$ cat src/rtl/bxu_code_loader_if.sv
// ----------------------------------------------------------------------------
// bxu_code_loader_if
//
// Bundles the three buses the code loader sits between:
//   - UART receive handshake : rx_data, rx_ready, rx_done
//   - BXU fetch side         : bxu_code_addr, bxu_code, bxu_rst_n
//   - shared code RAM port   : mem_addr, mem_wdata, mem_we, mem_rdata
//
// Receive handshake: rx_ready is a level meaning "rx_data holds a byte".
// The loader takes the byte on a clock edge where rx_ready=1, answers with
// a single-cycle rx_done in the following cycle, and will not take another
// byte until it has observed rx_ready=0. The sender keeps rx_data stable
// while rx_ready is high.
//
// Modports:
//   master - the loader (drives rx_done, the RAM port and the BXU outputs)
//   slave  - the surrounding system (UART, BXU and RAM)
// ----------------------------------------------------------------------------
interface bxu_code_loader_if #(
    parameter int CODE_BITWIDTH = 16,
    parameter int ADDR_BITWIDTH = 16
);
    logic [7:0]               rx_data;
    logic                     rx_ready;
    logic                     rx_done;

    logic [ADDR_BITWIDTH-1:0] bxu_code_addr;
    logic [CODE_BITWIDTH-1:0] bxu_code;
    logic                     bxu_rst_n;

    logic [ADDR_BITWIDTH-1:0] mem_addr;
    logic [CODE_BITWIDTH-1:0] mem_wdata;
    logic                     mem_we;
    logic [CODE_BITWIDTH-1:0] mem_rdata;

    modport master (
        input  rx_data, rx_ready, bxu_code_addr, mem_rdata,
        output rx_done, bxu_code, bxu_rst_n, mem_addr, mem_wdata, mem_we
    );

    modport slave (
        output rx_data, rx_ready, bxu_code_addr, mem_rdata,
        input  rx_done, bxu_code, bxu_rst_n, mem_addr, mem_wdata, mem_we
    );
endinterface

$ cat src/rtl/bxu_code_loader.sv
// ----------------------------------------------------------------------------
// bxu_code_loader
//
// Program loader and code-memory arbiter for the BXU. A program arrives over
// the UART receive handshake as: length N (two bytes, little-endian) followed
// by N code words, each sent low byte first. Words are written to the shared
// code RAM from address 0 upward. While loading, the BXU is held in reset and
// the loader owns the RAM address; once loading completes the RAM address is
// handed to the BXU fetch address and the BXU is released.
//
// Optional feature macro: BXU_LOADER_CHECKSUM_EN
//   When defined, one extra byte follows the data and must equal the XOR of
//   all data bytes (0x00 for N=0); a mismatch ends in the error state.
//
// Ports:
//   clk, rst_n  - clock, asynchronous active-low reset
//   bus         - bxu_code_loader_if.master (UART rx, BXU fetch, code RAM)
//   reload      - one-cycle request to drop the current program and reload
//   busy        - high whenever the BXU is not running
//   err         - high in the error state (bad length or bad checksum)
//   word_cnt    - words written during the current load
//   dbg_state   - current FSM state, for debug/observation
// ----------------------------------------------------------------------------
module bxu_code_loader #(
    parameter int CODE_BITWIDTH = 16,
    parameter int ADDR_BITWIDTH = 16,
    parameter int DEPTH         = 256
) (
    input  logic                     clk,
    input  logic                     rst_n,
    bxu_code_loader_if.master        bus,
    input  logic                     reload,
    output logic                     busy,
    output logic                     err,
    output logic [ADDR_BITWIDTH-1:0] word_cnt,
    output logic [2:0]               dbg_state
);

    // S_WRITE is the single cycle in which mem_we is high, between capturing
    // the high byte and moving on to the next word.
    localparam logic [2:0] S_LEN_LO  = 3'd0;
    localparam logic [2:0] S_LEN_HI  = 3'd1;
    localparam logic [2:0] S_DATA_LO = 3'd2;
    localparam logic [2:0] S_DATA_HI = 3'd3;
    localparam logic [2:0] S_CSUM    = 3'd4;
    localparam logic [2:0] S_RUN     = 3'd5;
    localparam logic [2:0] S_ERR     = 3'd6;
    localparam logic [2:0] S_WRITE   = 3'd7;

    logic [2:0]               state;
    logic [2:0]               state_nxt;
    logic                     armed;      // rx_ready seen low since last take
    logic [7:0]               len_lo;
    logic [7:0]               data_lo;
    logic [ADDR_BITWIDTH-1:0] len;
    logic [ADDR_BITWIDTH-1:0] ptr;
    logic [CODE_BITWIDTH-1:0] wdata;
    logic                     rx_done_q;
    logic                     bxu_rst_q;
    logic                     receiving;
    logic                     take;
    logic [15:0]              len_raw;
`ifdef BXU_LOADER_CHECKSUM_EN
    logic [7:0]               csum;
`endif

    assign receiving = (state == S_LEN_LO)  || (state == S_LEN_HI) ||
                       (state == S_DATA_LO) || (state == S_DATA_HI) ||
                       (state == S_CSUM);

    // reload wins over a byte offered in the same cycle; that byte is left
    // unacknowledged.
    assign take    = receiving && armed && bus.rx_ready && !reload;
    assign len_raw = {bus.rx_data, len_lo};

    always_comb begin
        state_nxt = state;
        if (reload) begin
            state_nxt = S_LEN_LO;
        end else begin
            case (state)
                S_LEN_LO:  if (take) state_nxt = S_LEN_HI;
                S_LEN_HI: begin
                    if (take) begin
                        if (int'(len_raw) > DEPTH) begin
                            state_nxt = S_ERR;
                        end else if (len_raw == 16'd0) begin
`ifdef BXU_LOADER_CHECKSUM_EN
                            state_nxt = S_CSUM;
`else
                            state_nxt = S_RUN;
`endif
                        end else begin
                            state_nxt = S_DATA_LO;
                        end
                    end
                end
                S_DATA_LO: if (take) state_nxt = S_DATA_HI;
                S_DATA_HI: if (take) state_nxt = S_WRITE;
                S_WRITE: begin
                    // word_cnt has not yet counted the word being written.
                    if (word_cnt + 1'b1 == len) begin
`ifdef BXU_LOADER_CHECKSUM_EN
                        state_nxt = S_CSUM;
`else
                        state_nxt = S_RUN;
`endif
                    end else begin
                        state_nxt = S_DATA_LO;
                    end
                end
`ifdef BXU_LOADER_CHECKSUM_EN
                S_CSUM: begin
                    if (take) state_nxt = (bus.rx_data == csum) ? S_RUN : S_ERR;
                end
`endif
                default: state_nxt = state;  // RUN and ERR hold
            endcase
        end
    end

    always_ff @(posedge clk or negedge rst_n) begin
        if (!rst_n) begin
            state     <= S_LEN_LO;
            armed     <= 1'b1;
            len_lo    <= 8'd0;
            data_lo   <= 8'd0;
            len       <= '0;
            ptr       <= '0;
            word_cnt  <= '0;
            wdata     <= '0;
            rx_done_q <= 1'b0;
            bxu_rst_q <= 1'b0;
`ifdef BXU_LOADER_CHECKSUM_EN
            csum      <= 8'd0;
`endif
        end else begin
            state     <= state_nxt;
            rx_done_q <= take;
            // Registered from the next state so the release lines up with
            // the RAM address mux switching to the BXU.
            bxu_rst_q <= (state_nxt == S_RUN);

            if (take) begin
                armed <= 1'b0;
            end else if (!bus.rx_ready) begin
                armed <= 1'b1;
            end

            if (reload) begin
                ptr      <= '0;
                word_cnt <= '0;
                data_lo  <= 8'd0;
`ifdef BXU_LOADER_CHECKSUM_EN
                csum     <= 8'd0;
`endif
            end else begin
                if (take && state == S_LEN_LO) begin
                    len_lo <= bus.rx_data;
                end
                if (take && state == S_LEN_HI) begin
                    len <= ADDR_BITWIDTH'(len_raw);
                end
                if (take && state == S_DATA_LO) begin
                    data_lo <= bus.rx_data;
`ifdef BXU_LOADER_CHECKSUM_EN
                    csum    <= csum ^ bus.rx_data;
`endif
                end
                if (take && state == S_DATA_HI) begin
                    wdata <= {bus.rx_data, data_lo};
`ifdef BXU_LOADER_CHECKSUM_EN
                    csum  <= csum ^ bus.rx_data;
`endif
                end
                if (state == S_WRITE) begin
                    ptr      <= ptr + 1'b1;
                    word_cnt <= word_cnt + 1'b1;
                end
            end
        end
    end

    assign bus.rx_done   = rx_done_q;
    assign bus.bxu_rst_n = bxu_rst_q;
    assign bus.mem_we    = (state == S_WRITE);
    assign bus.mem_wdata = wdata;
    assign bus.mem_addr  = (state == S_RUN) ? bus.bxu_code_addr : ptr;
    assign bus.bxu_code  = (state == S_RUN) ? bus.mem_rdata : '0;
    assign busy          = (state != S_RUN);
    assign err           = (state == S_ERR);
    assign dbg_state     = state;

endmodule

$ cat src/flat_wrapper.sv
// flat-port wrapper written by rule: the top's interface ports become plain ports
module bxu_code_loader_flat 
#(
    parameter int CODE_BITWIDTH = 16,
    parameter int ADDR_BITWIDTH = 16,
    parameter int DEPTH         = 256
)
  (clk, rst_n, reload, busy, err, word_cnt, dbg_state, bus_rx_data, bus_rx_ready, bus_bxu_code_addr, bus_mem_rdata, bus_rx_done, bus_bxu_code, bus_bxu_rst_n, bus_mem_addr, bus_mem_wdata, bus_mem_we);
  bxu_code_loader_if #(.CODE_BITWIDTH(CODE_BITWIDTH), .ADDR_BITWIDTH(ADDR_BITWIDTH)) bus_i ();
  input  logic clk;
  input  logic rst_n;
  input  logic reload;
  output logic busy;
  output logic err;
  output logic [ADDR_BITWIDTH-1:0] word_cnt;
  output logic [2:0] dbg_state;
  input wire logic [$bits(bus_i.rx_data)-1:0] bus_rx_data;
  input wire logic [$bits(bus_i.rx_ready)-1:0] bus_rx_ready;
  input wire logic [$bits(bus_i.bxu_code_addr)-1:0] bus_bxu_code_addr;
  input wire logic [$bits(bus_i.mem_rdata)-1:0] bus_mem_rdata;
  output wire logic [$bits(bus_i.rx_done)-1:0] bus_rx_done;
  output wire logic [$bits(bus_i.bxu_code)-1:0] bus_bxu_code;
  output wire logic [$bits(bus_i.bxu_rst_n)-1:0] bus_bxu_rst_n;
  output wire logic [$bits(bus_i.mem_addr)-1:0] bus_mem_addr;
  output wire logic [$bits(bus_i.mem_wdata)-1:0] bus_mem_wdata;
  output wire logic [$bits(bus_i.mem_we)-1:0] bus_mem_we;
  assign bus_i.rx_data = bus_rx_data;
  assign bus_i.rx_ready = bus_rx_ready;
  assign bus_i.bxu_code_addr = bus_bxu_code_addr;
  assign bus_i.mem_rdata = bus_mem_rdata;
  assign bus_rx_done = bus_i.rx_done;
  assign bus_bxu_code = bus_i.bxu_code;
  assign bus_bxu_rst_n = bus_i.bxu_rst_n;
  assign bus_mem_addr = bus_i.mem_addr;
  assign bus_mem_wdata = bus_i.mem_wdata;
  assign bus_mem_we = bus_i.mem_we;
  bxu_code_loader #(.CODE_BITWIDTH(CODE_BITWIDTH), .ADDR_BITWIDTH(ADDR_BITWIDTH), .DEPTH(DEPTH)) u_core (.clk(clk), .rst_n(rst_n), .bus(bus_i), .reload(reload), .busy(busy), .err(err), .word_cnt(word_cnt), .dbg_state(dbg_state));
endmodule
$ cat config.mk
export PLATFORM = sky130hd
export DESIGN_NAME = bxu_code_loader_flat
export DESIGN_NICKNAME = d
export VERILOG_FILES = /design/src/rtl/bxu_code_loader_if.sv /design/src/rtl/bxu_code_loader.sv /design/src/flat_wrapper.sv
export SDC_FILE = /design/constraint.sdc
export NUM_CORES = 1
export LEC_CHECK = 0
export CAP_MARGIN = 20
export CORE_AREA = 3 3 119 121
export CTS_BUF_LIST = sky130_fd_sc_hd__clkbuf_8
export CTS_CLUSTER_DIAMETER = 120
export DETAILED_ROUTE_END_ITERATION = 16
export DIE_AREA = 0 0 122 124
export GPL_ROUTABILITY_DRIVEN = 0
export MAX_ROUTING_LAYER = met4
export PLACE_DENSITY = 0.63
export REMOVE_ABC_BUFFERS = 1
export SYNTH_ARGS = -nofsm -noshare
export SYNTH_HDL_FRONTEND = slang
export SYNTH_SLANG_ARGS = --single-unit
$ cat constraint.sdc
create_clock -name clk -period 2.61 [get_ports clk]
set_input_delay 0.522 -clock clk [delete_from_list [all_inputs] [get_ports clk]]
set_output_delay 0.522 -clock clk [all_outputs]
set_load 0.03 [all_outputs]
# == After elaboration in Yosys (flattened, before gate mapping) ==
# Cells that the tools add are included.
# word_totals
ff_bits,86
word_cells,63
# classes
add_sub_neg,2
n_lt_le_gt_ge,1
n_eq_ne,11
n_mux,19
n_bitwise,1
reduce_logical,19
# ops
cell,n
two-way mux 16 bit,6
"adder 16 x 1 -> 16 bit, second input constant",2
two-way mux 3 bit,8
equality test 16 bit,1
"greater-than comparator 16 x 9 -> 1 bit, second input constant",1
logical NOT 16 bit,1
two-way mux 8 bit,2
"equality test 3 bit, second input constant",5
case mux 3 bit (5 select lines),1
logical AND 1 bit,7
"equality test 3 x 2 -> 1 bit, second input constant",2
AND reduction 2 bit,3
logical OR 1 bit,4
nonzero test 2 bit,2
"equality test 3 x 1 -> 1 bit, second input constant",1
logical NOT 3 bit,1
"inequality test 3 bit, second input constant",1
two-way mux 1 bit,2
"inequality test 2 x 1 -> 1 bit, second input constant",1
logical NOT 1 bit,1
NOT 1 bit,1

# == Depth between registers and ports, before layout ==
# Gate-level depths: netlist (run 1).
# depth
word_depth,12
depth_mapped,8

# == Least setup slack after synthesis (run 1) ==
# OpenSTA, ideal clock, no wires.
# synth_path
path_type,reg2out
startpoint,"register u_core.state[0], in the netlist u_core.dbg_state[0]"
endpoint,output port bus_mem_addr[10]
arrival_time_ns,2.141
required_time_ns,2.088
path_slack_ns,-0.053
path_stages_with_launch,9
path_cell_list,dfrtp_1 > nor2b_1 > clkbuf_1 > and2_1 > clkbuf_1 > clkinv_1 > buf_1 > nand2_1 > nand2_1
# synth_between
elab_chain_cells,2
# synth_lines
item,line,rtl
"start, declared",bxu_code_loader.sv:50,logic [2:0] state;
"start signal, assigned",bxu_code_loader.sv:138,state <= state_nxt;
equality test 3 bit,bxu_code_loader.sv:188,assign bus.mem_addr = (state == S_RUN) ? bus.bxu_code_addr : ptr;
two-way mux 16 bit,bxu_code_loader.sv:188,
"end, declared",flat_wrapper.sv:24,output wire logic [$bits(bus_i.mem_addr)-1:0] bus_mem_addr;
# Every way passes these cells.

# == Final worst setup path (run 1) ==
# layout_path
startpoint,"register u_core.state[0], in the netlist u_core.dbg_state[0]"
endpoint,output port busy
# layout_between
elab_chain_cells,1
# layout_lines
item,line,rtl
inequality test 3 bit,bxu_code_loader.sv:190,assign busy = (state != S_RUN);
"end, declared",flat_wrapper.sv:13,output logic busy;
# Every way passes these cells.

==> results of run 1 <==
==> Yosys cell counts (all sizes together) (2+ instances only) <==
library cell / instances
xor2: 18
nor2b: 5
nor3: 9
nand4: 9
buf: 11
a21oi: 12
nor2: 34
nand3: 9
xnor2: 26
clkbuf: 17
mux2: 40
o31ai: 2
inv: 4
a2111oi: 2
a22oi: 2
nand2: 93
or3: 8
and3b: 2
nand3b: 9
nor4: 13
and3: 18
dfrtp: 85
o21ai: 11
o2111ai: 3
ha: 2
==> path summary, 6_finish.rpt <==
kind / start / endpoint / slack [ps]
setup / recovery: u_core.dbg_state[0]$_DFF_PN0_ / busy / 140
hold / removal: rst_n / u_core.ptr[10]$_DFFE_PN0P_ / 160
setup reg to reg: u_core.word_cnt[4]$_DFFE_PN0P_ / u_core.dbg_state[0]$_DFF_PN0_ / 230
hold reg to reg: u_core.armed$_DFFE_PN1P_ / u_core.armed$_DFFE_PN1P_ / 460
max in group asynchronous: rst_n / u_core.armed$_DFFE_PN1P_ / 2050
min in group clk: u_core.armed$_DFFE_PN1P_ / u_core.armed$_DFFE_PN1P_ / 460
==> registers in the layout (all words and copies together) (netlist names) <==
register              count
u_core.data_lo            8
u_core.dbg_state          3
u_core.len_lo             8
u_core.ptr               16
u_core.armed              1
u_core.bus.bxu_rst_n      1
u_core.word_cnt          16
u_core.len               16
u_core.bus.mem_wdata     16
u_core.bus.rx_done        1
==> routing by layer <==
layer / up-vias / share of wire / track usage
met3: 18 / 0.040 / 0.0272
met2: 80 / 0.48 / 0.253
met1: 1782 / 0.46 / 0.208
met5: - / 0 / -
met4: 0 / 0.018 / 0.0595
li1: 1850 / - / -
==> area by class of cell <==
cell class	instances	area (sq um)
clock buffers	10	138
clock inverters	6	93.8
fillers	1287	6990
inverters	5	20.0
multi-input cells	343	2260
flip-flops and latches	86	2150
well taps	176	220
repair buffers	143	1310
==> kinds of logic after synthesis <==
group / share of synthesized area
buffers and inverters: 0.0307
AND/OR/NAND/NOR: 0.240
flip-flops: 0.473
XOR/XNOR: 0.0846
multiplexers: 0.101
adder cells (fa/ha/maj): 0.00549
AO/OA/AOI/OAI: 0.0656
==> power groups by stage <==
stage               logic, W  registers [W]  clock network, W
finish              0.000588        0.00160           0.00107
global route        0.000649        0.00162           0.00117
CTS                 0.000594        0.00160           0.00111
detailed placement  0.000592        0.00163                 0
global placement    0.000569        0.00162                 0
floorplan           0.000373        0.00160                 0
==> through the flow <==
| step | TNS (ps) | std cells | area (sq um) |
|---|---|---|---|
| 2_1_floorplan | -8600 | 434 | 4440 |
| 3_3_place_gp | 0 | 753 | 5980 |
| 3_5_place_dp | 0 | 753 | 5980 |
| 4_1_cts | 0 | 769 | 6200 |
| 5_1_grt | 0 | 769 | 6200 |
| 6_report | 0 | 769 | 6200 |
==> impl_metrics.env, run 1 <==
export IMPL_post_drt_via_cell_ratio=4.85
export IMPL_cell_taking_the_most_area_after_synthesis="sky130_fd_sc_hd__dfrtp_1"
export IMPL_worstSetupPathType="reg -> out"
export IMPL_ff2ff_path_depth=6
export IMPL_seq_power_share=0.491
export IMPL_htree_levels=3
export IMPL_worst_ep_arrival_time_ps=1950
export IMPL_post_synth_top_area_fraction=0.467
export IMPL_static_leakage_power_nw=2.86
export IMPL_vdd_drop_max_v=0.000365
export IMPL_critical_path_required_ps=2090
export IMPL_grt_max_degree=87
export IMPL_final_core_util=0.470
export IMPL_clk_transition_reported_paths_ps=90
export IMPL_post_syn_instances=462
export IMPL_num_antenna_cells=0
export IMPL_worstMarginPinSlew_ps=560
export IMPL_synth_edff_count=0
export IMPL_cts_setup_buffers=0
export IMPL_dp_final_hpwl_mm=8.52
export IMPL_postCtsHoldBufs=0
export IMPL_most_area_consuming_cells_after_synthesis="sky130_fd_sc_hd__dfrtp_1, sky130_fd_sc_hd__mux2_2, sky130_fd_sc_hd__nand2_1"
export IMPL_grt_setup_unrepaired="no"
export IMPL_sw_frac_of_total=0.268
export IMPL_max_capacitance_violation_total=0
export IMPL_cell_internal_pwr_w=0.00238
export IMPL_cts_tree="yes"
export IMPL_post_synth_num_cell_types=53
export IMPL_syn_to_final_growth_pct=36.0
export IMPL_chipHeight_um=124
export IMPL_design_die_area_sq_um=15100
export IMPL_synth_async_sr_flop_share=1.00
export IMPL_hold_slack_ps=163
export IMPL_fin_skew_ps=9.70
export IMPL_design_power_total_w=0.00326
export IMPL_fin_nets=634
export IMPL_max_clock_freq_mhz=404
export IMPL_drv_slew=0
export IMPL_clockRootBuffer="sky130_fd_sc_hd__clkbuf_8"
export IMPL_power_frac_comb=0.180
export IMPL_route_final_wire_length_mm=11.4
export IMPL_worstSkewPairLatency_ps=360
export IMPL_core_sq_um=13200
export IMPL_place_ws_ps=108
export IMPL_mostFrequentLayoutCell="sky130_fd_sc_hd__nand2_1"
export IMPL_final_min_clock_period_ps=2470
export IMPL_num_vias=3730
export IMPL_maxSlewHeadroom=0.623
export IMPL_power_clock_fraction=0.329
export IMPL_final_cell_mix="sky130_fd_sc_hd__nand2_1, sky130_fd_sc_hd__dfrtp_1, sky130_fd_sc_hd__clkdlybuf4s50_1, sky130_fd_sc_hd__buf_4, sky130_fd_sc_hd__mux2_2"
export IMPL_buf_inv_stages_crit_path=2
export IMPL_port_buffers=115
export IMPL_crit_path_start_kind="register"
export IMPL_cts_inserted_buffers=9
export IMPL_result_of_the_run="complete, no violations"
export IMPL_grt_ovfl_total=0
export IMPL_cp_slowest_cell="sky130_fd_sc_hd__clkdlybuf4s50_1"
export IMPL_ios=116
export IMPL_numClockSinks=86
export IMPL_grt_pass1_vias=3742
export IMPL_seq_area_frac_synth=0.473
export IMPL_synthFlopType="sky130_fd_sc_hd__dfrtp_1"
export IMPL_power_switching_w=0.000875
export IMPL_power_density_cell_area_nw_per_um2=526
export IMPL_synth_yosys_warnings=0
export IMPL_grt_first_pass_wirelength_mm=18.7
export IMPL_path_cells="nor2b_1 -> and2_1 -> clkinv_2 -> clkdlybuf4s50_1"
export IMPL_worst_path_dominant_cell_family="buffers and inverters"
export IMPL_area_of_the_mapped_netlist_sq_um=4560
export IMPL_drt_first_pass_iters=4
export IMPL_postSynthRegisterBits=86
export IMPL_core_rowCount=42
export IMPL_grt_antenna_before_repair=0
export IMPL_syn_area_per_cell_sq_um=9.86
export IMPL_worst_setup_end_kind="output pin"
export IMPL_min_period_over_period=0.947
export IMPL_floorplan_initialDensity=0.345
export IMPL_worst_path_depth=4
export IMPL_die_w_um=122
export IMPL_clock_path_buffers=2
export IMPL_wl_per_cell_um=14.9
export IMPL_hp_class="in -> async"
export IMPL_final_antenna_net_count=0
export IMPL_post_route_drc_count=0
export IMPL_grt_use_total=0.160
export IMPL_drtIter0Drc=186
export IMPL_finalHoldViolCount=0
export IMPL_post_cts_resized_instances=17
export IMPL_setup_viol_count_final=0
export IMPL_max_stage_delay_ps=710
export IMPL_proportion_of_layout_cells_with_a_drive_suffix_above_1=0.194
export IMPL_post_route_setup_slack_ps=137
export IMPL_cp_max_fo=17
No activity file was read; power rests on OpenSTA's default activity.
==> inputs of run 2 (changes only) <==
--- a/config.mk
+++ b/config.mk
@@ -6,11 +6,11 @@
 export NUM_CORES = 1
 export LEC_CHECK = 0
 export CAP_MARGIN = 20
-export CORE_AREA = 3 3 119 121
+export CORE_AREA = 2 2 118 120
 export CTS_BUF_LIST = sky130_fd_sc_hd__clkbuf_8
 export CTS_CLUSTER_DIAMETER = 120
 export DETAILED_ROUTE_END_ITERATION = 16
-export DIE_AREA = 0 0 122 124
+export DIE_AREA = 0 0 120 122
 export GPL_ROUTABILITY_DRIVEN = 0
 export MAX_ROUTING_LAYER = met4
 export PLACE_DENSITY = 0.63
==> impl_metrics.env, run 2 (same netlist as run 1, synthesis figures left out) <==
export IMPL_cts_tree="yes"
export IMPL_totalNegativeSetupSlack_ps=0
export IMPL_rrSetupSlack_ps=200
export IMPL_critical_path_required_ps=2090
export IMPL_numClockSinks=86
export IMPL_worstMarginPinSlew_ps=835
export IMPL_final_antenna_net_count=0
export IMPL_crit_path_start_kind="register"
export IMPL_hp_class="in -> async"
export IMPL_post_route_setup_slack_ps=152
export IMPL_regToRegEndpoint="u_core.dbg_state[0]$_DFF_PN0_"
export IMPL_cp_max_fo=17
export IMPL_worst_ep_arrival_time_ps=1940
export IMPL_drv_slew=0
export IMPL_grt_pass1_vias=3783
export IMPL_place_ws_ps=113
export IMPL_design_power_total_w=0.00317
export IMPL_final_cell_mix="sky130_fd_sc_hd__nand2_1, sky130_fd_sc_hd__dfrtp_1, sky130_fd_sc_hd__clkdlybuf4s50_1, sky130_fd_sc_hd__buf_4, sky130_fd_sc_hd__mux2_2"
export IMPL_finalHoldViolCount=0
export IMPL_die_w_um=120
export IMPL_static_leakage_power_nw=2.83
export IMPL_grt_first_pass_wirelength_mm=18.9
export IMPL_max_clock_freq_mhz=407
export IMPL_htree_levels=3
export IMPL_final_core_util=0.456
export IMPL_worst_setup_end_kind="output pin"
export IMPL_floorplan_initialDensity=0.337
export IMPL_grt_antenna_before_repair=0
export IMPL_grt_setup_unrepaired="no"
export IMPL_ios=116
export IMPL_port_buffers=115
export IMPL_proportion_of_layout_cells_with_a_drive_suffix_above_1=0.193
export IMPL_chipHeight_um=122
export IMPL_ff2ff_path_depth=7
export IMPL_result_of_the_run="complete, no violations"
export IMPL_grt_max_degree=46
export IMPL_clock_path_buffers=2
export IMPL_post_drt_via_cell_ratio=4.88
export IMPL_cts_setup_buffers=0
export IMPL_fin_nets=631
export IMPL_route_final_wire_length_mm=11.3
export IMPL_setup_viol_count_final=0
export IMPL_syn_to_final_growth_pct=35.0
export IMPL_worst_r2r_startpoint="u_core.word_cnt[0]$_DFFE_PN0P_"
export IMPL_num_antenna_cells=0
export IMPL_grt_use_total=0.165
export IMPL_drt_first_pass_iters=5
export IMPL_vdd_drop_max_v=0.000251
export IMPL_worstSetupPathType="reg -> out"
export IMPL_final_min_clock_period_ps=2460
export IMPL_fin_skew_ps=8.82
export IMPL_num_vias=3759
export IMPL_max_capacitance_violation_total=0
export IMPL_dp_final_hpwl_mm=8.48
export IMPL_core_sq_um=13500
export IMPL_cts_inserted_buffers=9
export IMPL_design_die_area_sq_um=14600
export IMPL_grt_ovfl_total=0
export IMPL_power_density_cell_area_nw_per_um2=515
export IMPL_drtIter0Drc=178
export IMPL_post_route_drc_count=0
export IMPL_maxSlewHeadroom=0.443
export IMPL_clockRootBuffer="sky130_fd_sc_hd__clkbuf_8"
export IMPL_core_rowCount=43
export IMPL_wl_per_cell_um=14.7
export IMPL_clk_transition_reported_paths_ps=90
export IMPL_worstSkewPairLatency_ps=370
export IMPL_min_period_over_period=0.942
export IMPL_mostFrequentLayoutCell="sky130_fd_sc_hd__nand2_1"
run 2: cell count changes in the layout (fill, tap and decap cells not counted):
cell,before,now
sky130_fd_sc_hd__nor4_2,3,4
sky130_fd_sc_hd__clkbuf_8,10,9
sky130_fd_sc_hd__buf_2,0,1
sky130_fd_sc_hd__inv_6,1,3
sky130_fd_sc_hd__clkdlybuf4s50_1,81,80
sky130_fd_sc_hd__nor4_1,9,8
sky130_fd_sc_hd__clkinv_4,2,1
sky130_fd_sc_hd__buf_4,45,42
sky130_fd_sc_hd__clkinvlp_4,1,2
sky130_fd_sc_hd__bufinv_16,2,1
run 2: how the worst max path moves through the flow:
stage                                    from                             end
6_report        u_core.dbg_state[0]$_DFF_PN0_                            busy
5_1_grt        u_core.word_cnt[0]$_DFFE_PN0P_   u_core.dbg_state[0]$_DFF_PN0_
4_1_cts         u_core.dbg_state[1]$_DFF_PN0_                            busy
3_5_place_dp                   bus_rx_data[6]  u_core.bus.bxu_rst_n$_DFF_PN0_
3_3_place_gp                   bus_rx_data[7]  u_core.bus.bxu_rst_n$_DFF_PN0_
2_1_floorplan   u_core.dbg_state[0]$_DFF_PN0_                 bus_mem_addr[0]
run 2: final cells by class:
| type | count | area [sq um] |
|---|---|---|
| Clock buffer | 9 | 124 |
| Clock inverter | 7 | 80.1 |
| Fill cell | 1316 | 7350 |
| Inverter | 5 | 20.0 |
| Multi-Input combinational cell | 343 | 2270 |
| Sequential cell | 86 | 2150 |
| Tap cell | 180 | 225 |
| Timing Repair Buffer | 140 | 1280 |
run 2: timing repair:
| item | CTS | global route |
|---|---|---|
| hold buffers | 0 | 0 |
| setup endpoints to repair | 17 | 3 |
| gates resized for setup | 17 | 1 |
run 2: power breakdown:
group | internal (W) | total [W] | switching, W
Combinational | 0.000333 | 0.000593 | 0.000259
Clock | 0.000454 | 0.000982 | 0.000528
Sequential | 0.00148 | 0.00160 | 0.000115
run 2: critical path: stages, from the launching register on:
cell	delay [ps]
sky130_fd_sc_hd__dfrtp_1	380
sky130_fd_sc_hd__nor2b_1	140
sky130_fd_sc_hd__and2_1	170
sky130_fd_sc_hd__clkinv_2	170
sky130_fd_sc_hd__clkdlybuf4s50_1	710
run 2: routing by layer:
metal  share of wire  up-vias  GRT usage  wire, um
met5               0        -          -         0
met4           0.013        0     0.0471       142
met3           0.040       12     0.0318       456
met2            0.49       82      0.264      5510
met1            0.46     1821      0.215      5210
li1                -     1844          -         -
run 2: through the flow:
step,area (sq um),cells,hold slack (ps)
2_1_floorplan,4440,434,226
3_3_place_gp,5960,754,451
3_5_place_dp,5960,754,452
4_1_cts,6150,770,160
5_1_grt,6150,770,179
6_report,6150,770,153
==> inputs of run 3 (changes only) <==
--- a/config.mk
+++ b/config.mk
@@ -8,7 +8,7 @@
 export CAP_MARGIN = 20
 export CORE_AREA = 2 2 118 120
 export CTS_BUF_LIST = sky130_fd_sc_hd__clkbuf_8
-export CTS_CLUSTER_DIAMETER = 120
+export CTS_CLUSTER_DIAMETER = 200
 export DETAILED_ROUTE_END_ITERATION = 16
 export DIE_AREA = 0 0 120 122
 export GPL_ROUTABILITY_DRIVEN = 0
==> results of run 3 <==
Same layout as run 2: the final DEF is identical, and so are final timing and power.
